`config.mk`:
```
export PLATFORM = sky130hd
export DESIGN_NAME = rc_as_seq32_flat
export DESIGN_NICKNAME = d
export VERILOG_FILES = /design/src/rtl/rc_as_seq32_if.sv /design/src/rtl/rc_as_seq32.sv /design/src/flat_wrapper.sv
export SDC_FILE = /design/constraint.sdc
export NUM_CORES = 1
export LEC_CHECK = 0
export ABC_CLOCK_PERIOD_IN_PS = 4600
export CAP_MARGIN = 30
export CELL_PAD_IN_SITES_DETAIL_PLACEMENT = 1
export CELL_PAD_IN_SITES_GLOBAL_PLACEMENT = 1
export CORE_MARGIN = 8
export CORE_UTILIZATION = 37
export CTS_CLUSTER_DIAMETER = 30
export DETAILED_ROUTE_END_ITERATION = 8
export PLACE_DENSITY_LB_ADDON = 0.15
export SETUP_SLACK_MARGIN = 0.3
export SKIP_LAST_GASP = 1
export SLEW_MARGIN = 20
export SYNTH_ARGS = -nofsm -noshare
export SYNTH_HDL_FRONTEND = slang
export SYNTH_SLANG_ARGS = --single-unit
```
`constraint.sdc`:
```
create_clock -name clk -period 4.6 [get_ports clk]
set_input_delay 1.15 -clock clk [delete_from_list [all_inputs] [get_ports clk]]
set_output_delay 1.15 -clock clk [all_outputs]
set_load 0.005 [all_outputs]
```
`src/rtl/rc_as_seq32_if.sv`:
```
// Operand/result bundle for the byte-serial 32-bit add/sub sequencer.
// The master drives the request, the slave returns status and result.
interface rc_as_seq32_if;
    logic        start;
    logic        op;
    logic [31:0] a_in;
    logic [31:0] b_in;
    logic        busy;
    logic        done;
    logic [31:0] result;
    logic        cout;
    logic        ovf;

    modport master (
        output start, op, a_in, b_in,
        input  busy, done, result, cout, ovf
    );

    modport slave (
        input  start, op, a_in, b_in,
        output busy, done, result, cout, ovf
    );
endinterface

```
`src/rtl/rc_as_seq32.sv`:
```
// Byte-serial 32-bit adder/subtractor built around one 8-bit
// ripple-carry add/sub slice, LSB byte first, one byte per clock.
module rc_as8 (
    input  logic [7:0] a,
    input  logic [7:0] b,
    input  logic       cin,
    input  logic       sub,
    output logic [7:0] sum,
    output logic       cout
);
    logic [8:0] c;
    logic [7:0] bx;

    assign c[0] = cin;
    assign bx   = b ^ {8{sub}};

    for (genvar i = 0; i < 8; i++) begin : g_fa
        assign sum[i]  = a[i] ^ bx[i] ^ c[i];
        assign c[i+1]  = (a[i] & bx[i]) | (c[i] & (a[i] ^ bx[i]));
    end

    assign cout = c[8];
endmodule

module rc_as_seq32 (
    input  logic        clk,
    input  logic        rst,
    rc_as_seq32_if.slave bus
);
    typedef enum logic [1:0] {
        IDLE = 2'd0,
        CALC = 2'd1,
        DONE = 2'd2
    } state_t;

    state_t      state_q;
    state_t      state_d;
    logic [1:0]  idx_q;
    logic        carry_q;
    logic        op_q;
    logic [31:0] a_q;
    logic [31:0] b_q;
    logic [31:0] result_q;
    logic        cout_q;
    logic        ovf_q;
    logic        busy_c;
    logic        done_c;

    logic [7:0]  a_byte;
    logic [7:0]  b_byte;
    logic [7:0]  b_eff;
    logic [7:0]  sum;
    logic        sum_cout;
    logic        last;

    assign a_byte = a_q[{idx_q, 3'b000} +: 8];
    assign b_byte = b_q[{idx_q, 3'b000} +: 8];
    // Subtraction is a + ~b + 1; the +1 comes from the preloaded carry.
    assign b_eff  = op_q ? ~b_byte : b_byte;
    assign last   = (idx_q == 2'd3);

    rc_as8 u_rc_as (
        .a    (a_byte),
        .b    (b_eff),
        .cin  (carry_q),
        .sub  (1'b0),
        .sum  (sum),
        .cout (sum_cout)
    );

    always_ff @(posedge clk or posedge rst) begin
        if (rst) begin
            state_q <= IDLE;
        end else begin
            state_q <= state_d;
        end
    end

    always_comb begin
        state_d = state_q;
        busy_c  = 1'b0;
        done_c  = 1'b0;
        unique case (state_q)
            IDLE: begin
                if (bus.start) begin
                    state_d = CALC;
                end
            end
            CALC: begin
                busy_c = 1'b1;
                if (last) begin
                    state_d = DONE;
                end
            end
            DONE: begin
                busy_c  = 1'b1;
                done_c  = 1'b1;
                state_d = IDLE;
            end
            default: begin
                state_d = IDLE;
            end
        endcase
    end

    always_ff @(posedge clk or posedge rst) begin
        if (rst) begin
            idx_q    <= 2'd0;
            carry_q  <= 1'b0;
            op_q     <= 1'b0;
            a_q      <= 32'd0;
            b_q      <= 32'd0;
            result_q <= 32'd0;
            cout_q   <= 1'b0;
            ovf_q    <= 1'b0;
        end else begin
            unique case (state_q)
                IDLE: begin
                    if (bus.start) begin
                        a_q     <= bus.a_in;
                        b_q     <= bus.b_in;
                        op_q    <= bus.op;
                        carry_q <= bus.op;
                        idx_q   <= 2'd0;
                    end
                end
                CALC: begin
                    result_q[{idx_q, 3'b000} +: 8] <= sum;
                    carry_q <= sum_cout;
                    idx_q   <= idx_q + 2'd1;
                    // Top byte: a[31] is a_byte[7], effective b[31] is b_eff[7].
                    if (last) begin
                        cout_q <= sum_cout;
                        ovf_q  <= (a_byte[7] == b_eff[7]) &&
                                  (sum[7] != a_byte[7]);
                    end
                end
                default: begin
                end
            endcase
        end
    end

    assign bus.busy   = busy_c;
    assign bus.done   = done_c;
    assign bus.result = result_q;
    assign bus.cout   = cout_q;
    assign bus.ovf    = ovf_q;
endmodule

```
`src/flat_wrapper.sv`:
```
// flat-port wrapper written by rule: the top's interface ports become plain ports
module rc_as_seq32_flat 
  (clk, rst, bus_start, bus_op, bus_a_in, bus_b_in, bus_busy, bus_done, bus_result, bus_cout, bus_ovf);
  rc_as_seq32_if bus_i ();
  input  logic clk;
  input  logic rst;
  input wire logic [$bits(bus_i.start)-1:0] bus_start;
  input wire logic [$bits(bus_i.op)-1:0] bus_op;
  input wire logic [$bits(bus_i.a_in)-1:0] bus_a_in;
  input wire logic [$bits(bus_i.b_in)-1:0] bus_b_in;
  output wire logic [$bits(bus_i.busy)-1:0] bus_busy;
  output wire logic [$bits(bus_i.done)-1:0] bus_done;
  output wire logic [$bits(bus_i.result)-1:0] bus_result;
  output wire logic [$bits(bus_i.cout)-1:0] bus_cout;
  output wire logic [$bits(bus_i.ovf)-1:0] bus_ovf;
  assign bus_i.start = bus_start;
  assign bus_i.op = bus_op;
  assign bus_i.a_in = bus_a_in;
  assign bus_i.b_in = bus_b_in;
  assign bus_busy = bus_i.busy;
  assign bus_done = bus_i.done;
  assign bus_result = bus_i.result;
  assign bus_cout = bus_i.cout;
  assign bus_ovf = bus_i.ovf;
  rc_as_seq32 u_core (.clk(clk), .rst(rst), .bus(bus_i));
endmodule
```
Word level (Yosys, flattened, before mapping)
Index checks and enable logic that the tools add are counted.
Widths: inputs -> output; s select.
- register bits: 104
- input bits: 68
- output and inout port bits: 36
- add/subtract/negate cells: 2
- equal/unequal tests: 7
- shifts and indexed selects: 4
- mux-type cells: 11
- bitwise operators: 41
- reductions and logical operators: 8
- operator list (cell ; number):
    $shiftx 32x6->8 ; 2
    $bwmux 32 ; 1
    $shift 8x7->32 const A ; 1
    $shiftx 8x7->32 ; 1
    $and 1x1->1 ; 16
    $xor 1x1->1 ; 16
    $mux 8 ; 1
    $not 8->8 ; 1
    $or 1x1->1 ; 8
    $pmux 2 s2 ; 2
    $reduce_and 2->1 ; 4
    $neg 5->7 ; 1
    $mux 2 ; 3
    $eq 2x2->1 const B ; 2
    $mux 1 ; 3
    $add 2x1->2 const B ; 1
    $eq 2x1->1 const B ; 1
    $logic_not 2->1 ; 1
    $ne 2x1->1 const B ; 1
    $ne 2x2->1 const B ; 1
    $pmux 1 s2 ; 1
    $reduce_bool 2->1 ; 1
    $reduce_or 2->1 ; 1
    $eq 1x1->1 ; 1
    2 further kinds ; 2

Logic depth before layout (Yosys ltp)
- depth after elaboration: 21
- depth in mapped cells: 14
- mapped depth without buffers: 13

Modules after synthesis
From an unflattened synthesis, not the netlist that was laid out.
- cells, all modules: 333
- area total of the unflattened synthesis: 4832.1 sq um
- by module, submodules not included (module ; times used ; cells an instance ; area an instance (sq um)):
    rc_as_seq32 ; 1 ; 300 ; 4530.6
    rc_as8 ; 1 ; 33 ; 301.5

Worst setup path after synthesis
No wires, ideal clock.
- kind: reg2reg
- from: register u_core.idx_q[0]
- to: register u_core.ovf_q, in the netlist u_core.bus.ovf
- arrival time: 4.473 ns
- setup slack: 0.036 ns
- stages on the path, launching flop included: 15
- buffers on the path: 1
- period minus slack after synthesis: 4.564 ns
- cells stage by stage: dfrtp_1 -> buf_6 -> mux4_1 -> xor2_1 -> fa_1 -> fa_1 -> inv_1 -> fa_1 -> fa_1 -> fa_1 -> fa_1 -> fa_1 -> fa_1 -> xor2_1 -> o31ai_2
- word-level cells in the longest chain between the ends: 21
- ends and longest elaborated chain (what ; line ; RTL):
    start: declaration ; rc_as_seq32.sv:38 ; logic [1:0] idx_q;
    start signal: assignment ; rc_as_seq32.sv:130 ; idx_q <= idx_q + 2'd1;
    $shiftx 32x6->8 ; rc_as_seq32.sv:57 ; assign b_byte = b_q[{idx_q, 3'b000} +: 8];
    $not 8->8 ; rc_as_seq32.sv:59 ; assign b_eff = op_q ? ~b_byte : b_byte;
    $mux 8 ; rc_as_seq32.sv:59 ;
    $xor 1x1->1 ; rc_as_seq32.sv:19 ; assign c[i+1] = (a[i] & bx[i]) | (c[i] & (a[i] ^ bx[i]));
    $and 1x1->1 ; rc_as_seq32.sv:19 ;
    $or 1x1->1 ; rc_as_seq32.sv:19 ;
    $and 1x1->1 ; rc_as_seq32.sv:19 ;
    $or 1x1->1 ; rc_as_seq32.sv:19 ;
    [5 not listed] ; - ;
    $or 1x1->1 ; rc_as_seq32.sv:19 ;
    $and 1x1->1 ; rc_as_seq32.sv:19 ;
    $or 1x1->1 ; rc_as_seq32.sv:19 ;
    $and 1x1->1 ; rc_as_seq32.sv:19 ;
    $or 1x1->1 ; rc_as_seq32.sv:19 ;
    $xor 1x1->1 ; rc_as_seq32.sv:18 ; assign sum[i] = a[i] ^ bx[i] ^ c[i];
    $ne 1x1->1 ; rc_as_seq32.sv:135 ; (sum[7] != a_byte[7]);
    $logic_and 1x1->1 ; rc_as_seq32.sv:134 ; ovf_q <= (a_byte[7] == b_eff[7]) &&
    end signal: assignment ; rc_as_seq32.sv:134 ;
    end: declaration ; rc_as_seq32.sv:45 ; logic ovf_q;
Several ways; a longest one is shown, not always the timed one.
A chain may end at the register's enable or synchronous reset.

Worst setup path after layout
Ends and elaborated chain as after synthesis.

==> results by group <==
Synth
  – Avg Synthesized Cell Area: 14.2 um^2
  – Netlist cell types: 32
  – Top FF cell, synth: dfrtp_1
  – FFs w/ async S/R, synth: 1.00
  – Synth Register Bits: 104
  – Synthesized Nets: 420
  – Register area share after synthesis: 0.549
  – Number of synthesized flops with an enable pin: 0
  – Synth Instances: 334
  – Netlist Area Pre-Place: 4740 um^2
  – Synth warn: 0

Routing
  – Detail Route Antenna Nets: 0
  – Routed wire per std cell: 18.5 um
  – Drt first pass iters: 4
  – DR vias/cell: 4.90
  – Post-route DRC: 0
  – DR vias: 3045
  – 1st-iter DRT viols: 137
  – Post-Route WL: 11500 um

Power
  – Switch Pwr: 1.92 mW
  – Peak supply drop: 0.510 mV
  – Sw Ratio: 0.379
  – Comb power frac: 0.546
  – Power Density: 803 nW/um^2
  – Pint: 3.15 mW
  – Leak: 2.64 nW
  – Flop pwr share: 0.306
  – Clock power frac: 0.148

Job
  – Max-capacitance violation count: 0

Global routing
  – GRT overflow: 0
  – Vias in the first global route: 3443
  – Initial antenna violation count: 0
  – Largest net degree at the start of global routing: 67
  – First-pass GRT wire length: 18400 um
  – Tot GR Track Use: 0.143

Setup path
  – Crit path arrival time: 4.40 ns
  – Crit path kind: flip-flop to flip-flop
  – Critical Path Start Type: flip-flop
  – Worst R2R Path Depth: 13
  – Setup crit end kind: flip-flop
  – CP max FO: 2
  – CP required: 4.82 ns

Placement
  – Placement Cell Area: 5990 um^2
  – IO Port Bufs: 103
  – Gp weighted congestion: 0.749
  – Dpl hpwl: 8950 um

Clock network
  – Hold buffer count at cts: 0
  – Clock-pin transition on the worst setup and hold timing paths: 0.08 ns
  – H-tree Lvls: 3
  – Clk_lat worst skew: 0.35 ns
  – Cts bufs inserted: 9
  – CTS tree: done
  – CTS sink cnt: 104
  – CTS Buffer Depth: 2
  – Root Buffer: clkbuf_16

Floorplanning
  – Die ar.: 16700 um^2
  – Die extent in y: 129 um
  – Core box area: 12600 um^2
  – Row Count: 41
  – Die width: 129 um
  – Initial Util: 0.377
  – IO Pins: 104

Hold path
  – Hold Crit Class: flip-flop to flip-flop
  – Worst hold path depth: 2

Timing
  – Hold slack: 0.484 ns
  – Final Critical Period: 4.18 ns
  – Worst-margin pin slew: 0.833 ns
  – Final Setup Violations: 0
  – Tcrit/Tclk final: 0.908
  – Highest clock rate: 239 MHz
  – Final Max Tran Viols: 0
  – Hold Vio Cnt, Final: 0
  – RSZ-0062 raised after global routing: true
  – Final Skew: 0.0131 ns
  – Setup TNS: 0 ns
  – Slew margin rel.: 0.444

Layout
  – Most frequent cells in the layout: 103 x clkdlybuf4s50_1, 103 x dfrtp_1, 65 x mux2_2
  – NumNets Final: 531
  – Share of cells above drive strength 1: 0.258
  – Diodes inserted: 0
  – Final instance area: 6310 um^2
  – FILL cells: 1283
  – Area grow syn2layout: 33.1%
  – Fin util: 0.502

Outcome
  – Status: finished clean
[cell usage after synthesis, types with 4 or more instances]
master | count | area (um^2)
a22o_1 | 8 | 70.1
buf_2 | 10 | 50.1
dfrtp_1 | 104 | 2600
fa_1 | 8 | 160
ha_1 | 10 | 125
inv_1 | 15 | 56.3
mux2_2 | 65 | 732
mux4_1 | 8 | 210
mux4_2 | 8 | 180
nand2_1 | 34 | 128
nor3_1 | 4 | 20.0
o21ai_0 | 26 | 130
xnor2_1 | 5 | 43.8
xor2_1 | 4 | 35.0
[per-layer routing]
metal	global-route usage	vias up	part of all wire
li1	-	1400	-
met1	0.169	1566	0.43
met2	0.252	68	0.52
met3	0.0296	11	0.041
met4	0.0484	0	0.012
met5	0	-	0
[area by class of cell]
class                           count  area [um^2]  area share
Clock buffer                       11          243      0.0384
Clock inverter                      5         46.3     0.00733
Tap cell                          172          215      0.0341
Multi-Input combinational cell    202         2020       0.319
Inverter                           15         58.8     0.00931
Timing Repair Buffer              113         1130       0.179
Sequential cell                   104         2600       0.412
[power by group through the flow]
stage	clock [mW]	sequential, mW	combinational [mW]
2_1_floorplan	0	1.49	1.77
3_3_place_gp	0	1.55	2.66
3_5_place_dp	0	1.58	2.73
4_1_cts	0.769	1.55	2.81
5_1_grt	0.802	1.60	3.04
6_report	0.749	1.55	2.77
[kinds of logic after synthesis]
group,synth area share
and+or+nand+nor,0.0501
xor gates and xnor gates,0.0166
muxes,0.239
buffers and inverters,0.0306
DFF,0.549
adders and majority gates,0.0602
AOI/OAI and AO/OA,0.0549
[stage by stage]
step,setup WS [ns],std cells,power (mW)
after floorplan,0.206,334,3.27
after global placement,0.211,604,4.21
after detailed placement,0.134,604,4.31
after CTS,0.311,622,5.13
after global routing,0.255,622,5.44
final,0.422,622,5.07
[worst paths after layout]
| check | start | to | slack (ns) |
|---|---|---|---|
| setup reg to reg | u_core.idx_q[0] | u_core.bus.ovf | 0.42 |
| max in group asynchronous | rst | u_core.a_q[25] | 2.57 |
| min in group asynchronous | rst | u_core.bus.result[4] | 1.33 |
| hold reg to reg | u_core.bus.result[27] | u_core.bus.result[27] | 0.48 |
| hold / removal | u_core.bus.result[27] | u_core.bus.result[27] | 0.48 |
| setup / recovery | u_core.idx_q[0] | u_core.bus.ovf | 0.42 |
[registers in the layout (all words and copies together) (netlist names)]
name               count
u_core.a_q            32
u_core.b_q            32
u_core.bus.result     32
u_core.idx_q           2
u_core.state_q         2
u_core.bus.cout        1
u_core.bus.ovf         1
u_core.carry_q         1
u_core.op_q            1
[critical path, cell delays in order (launching register included)]
cell	delay, ns
dfrtp_2	0.37
mux4_2	0.52
xor2_2	0.18
fa_2	0.22
fa_2	0.17
inv_1	0.04
fa_2	0.33
fa_2	0.36
fa_2	0.35
fa_2	0.35
fa_2	0.35
fa_2	0.55
xor2_1	0.18
o31ai_2	0.08
[repair_timing]
| item | in CTS | in global routing |
|---|---|---|
| pin swaps | 2 | 2 |
| buffers inserted | 2 | 0 |
| endpoints found under the setup margin | 5 | 5 |
| gates resized for setup | 2 | 6 |
Note: power is estimated with default switching activity, not from simulation.
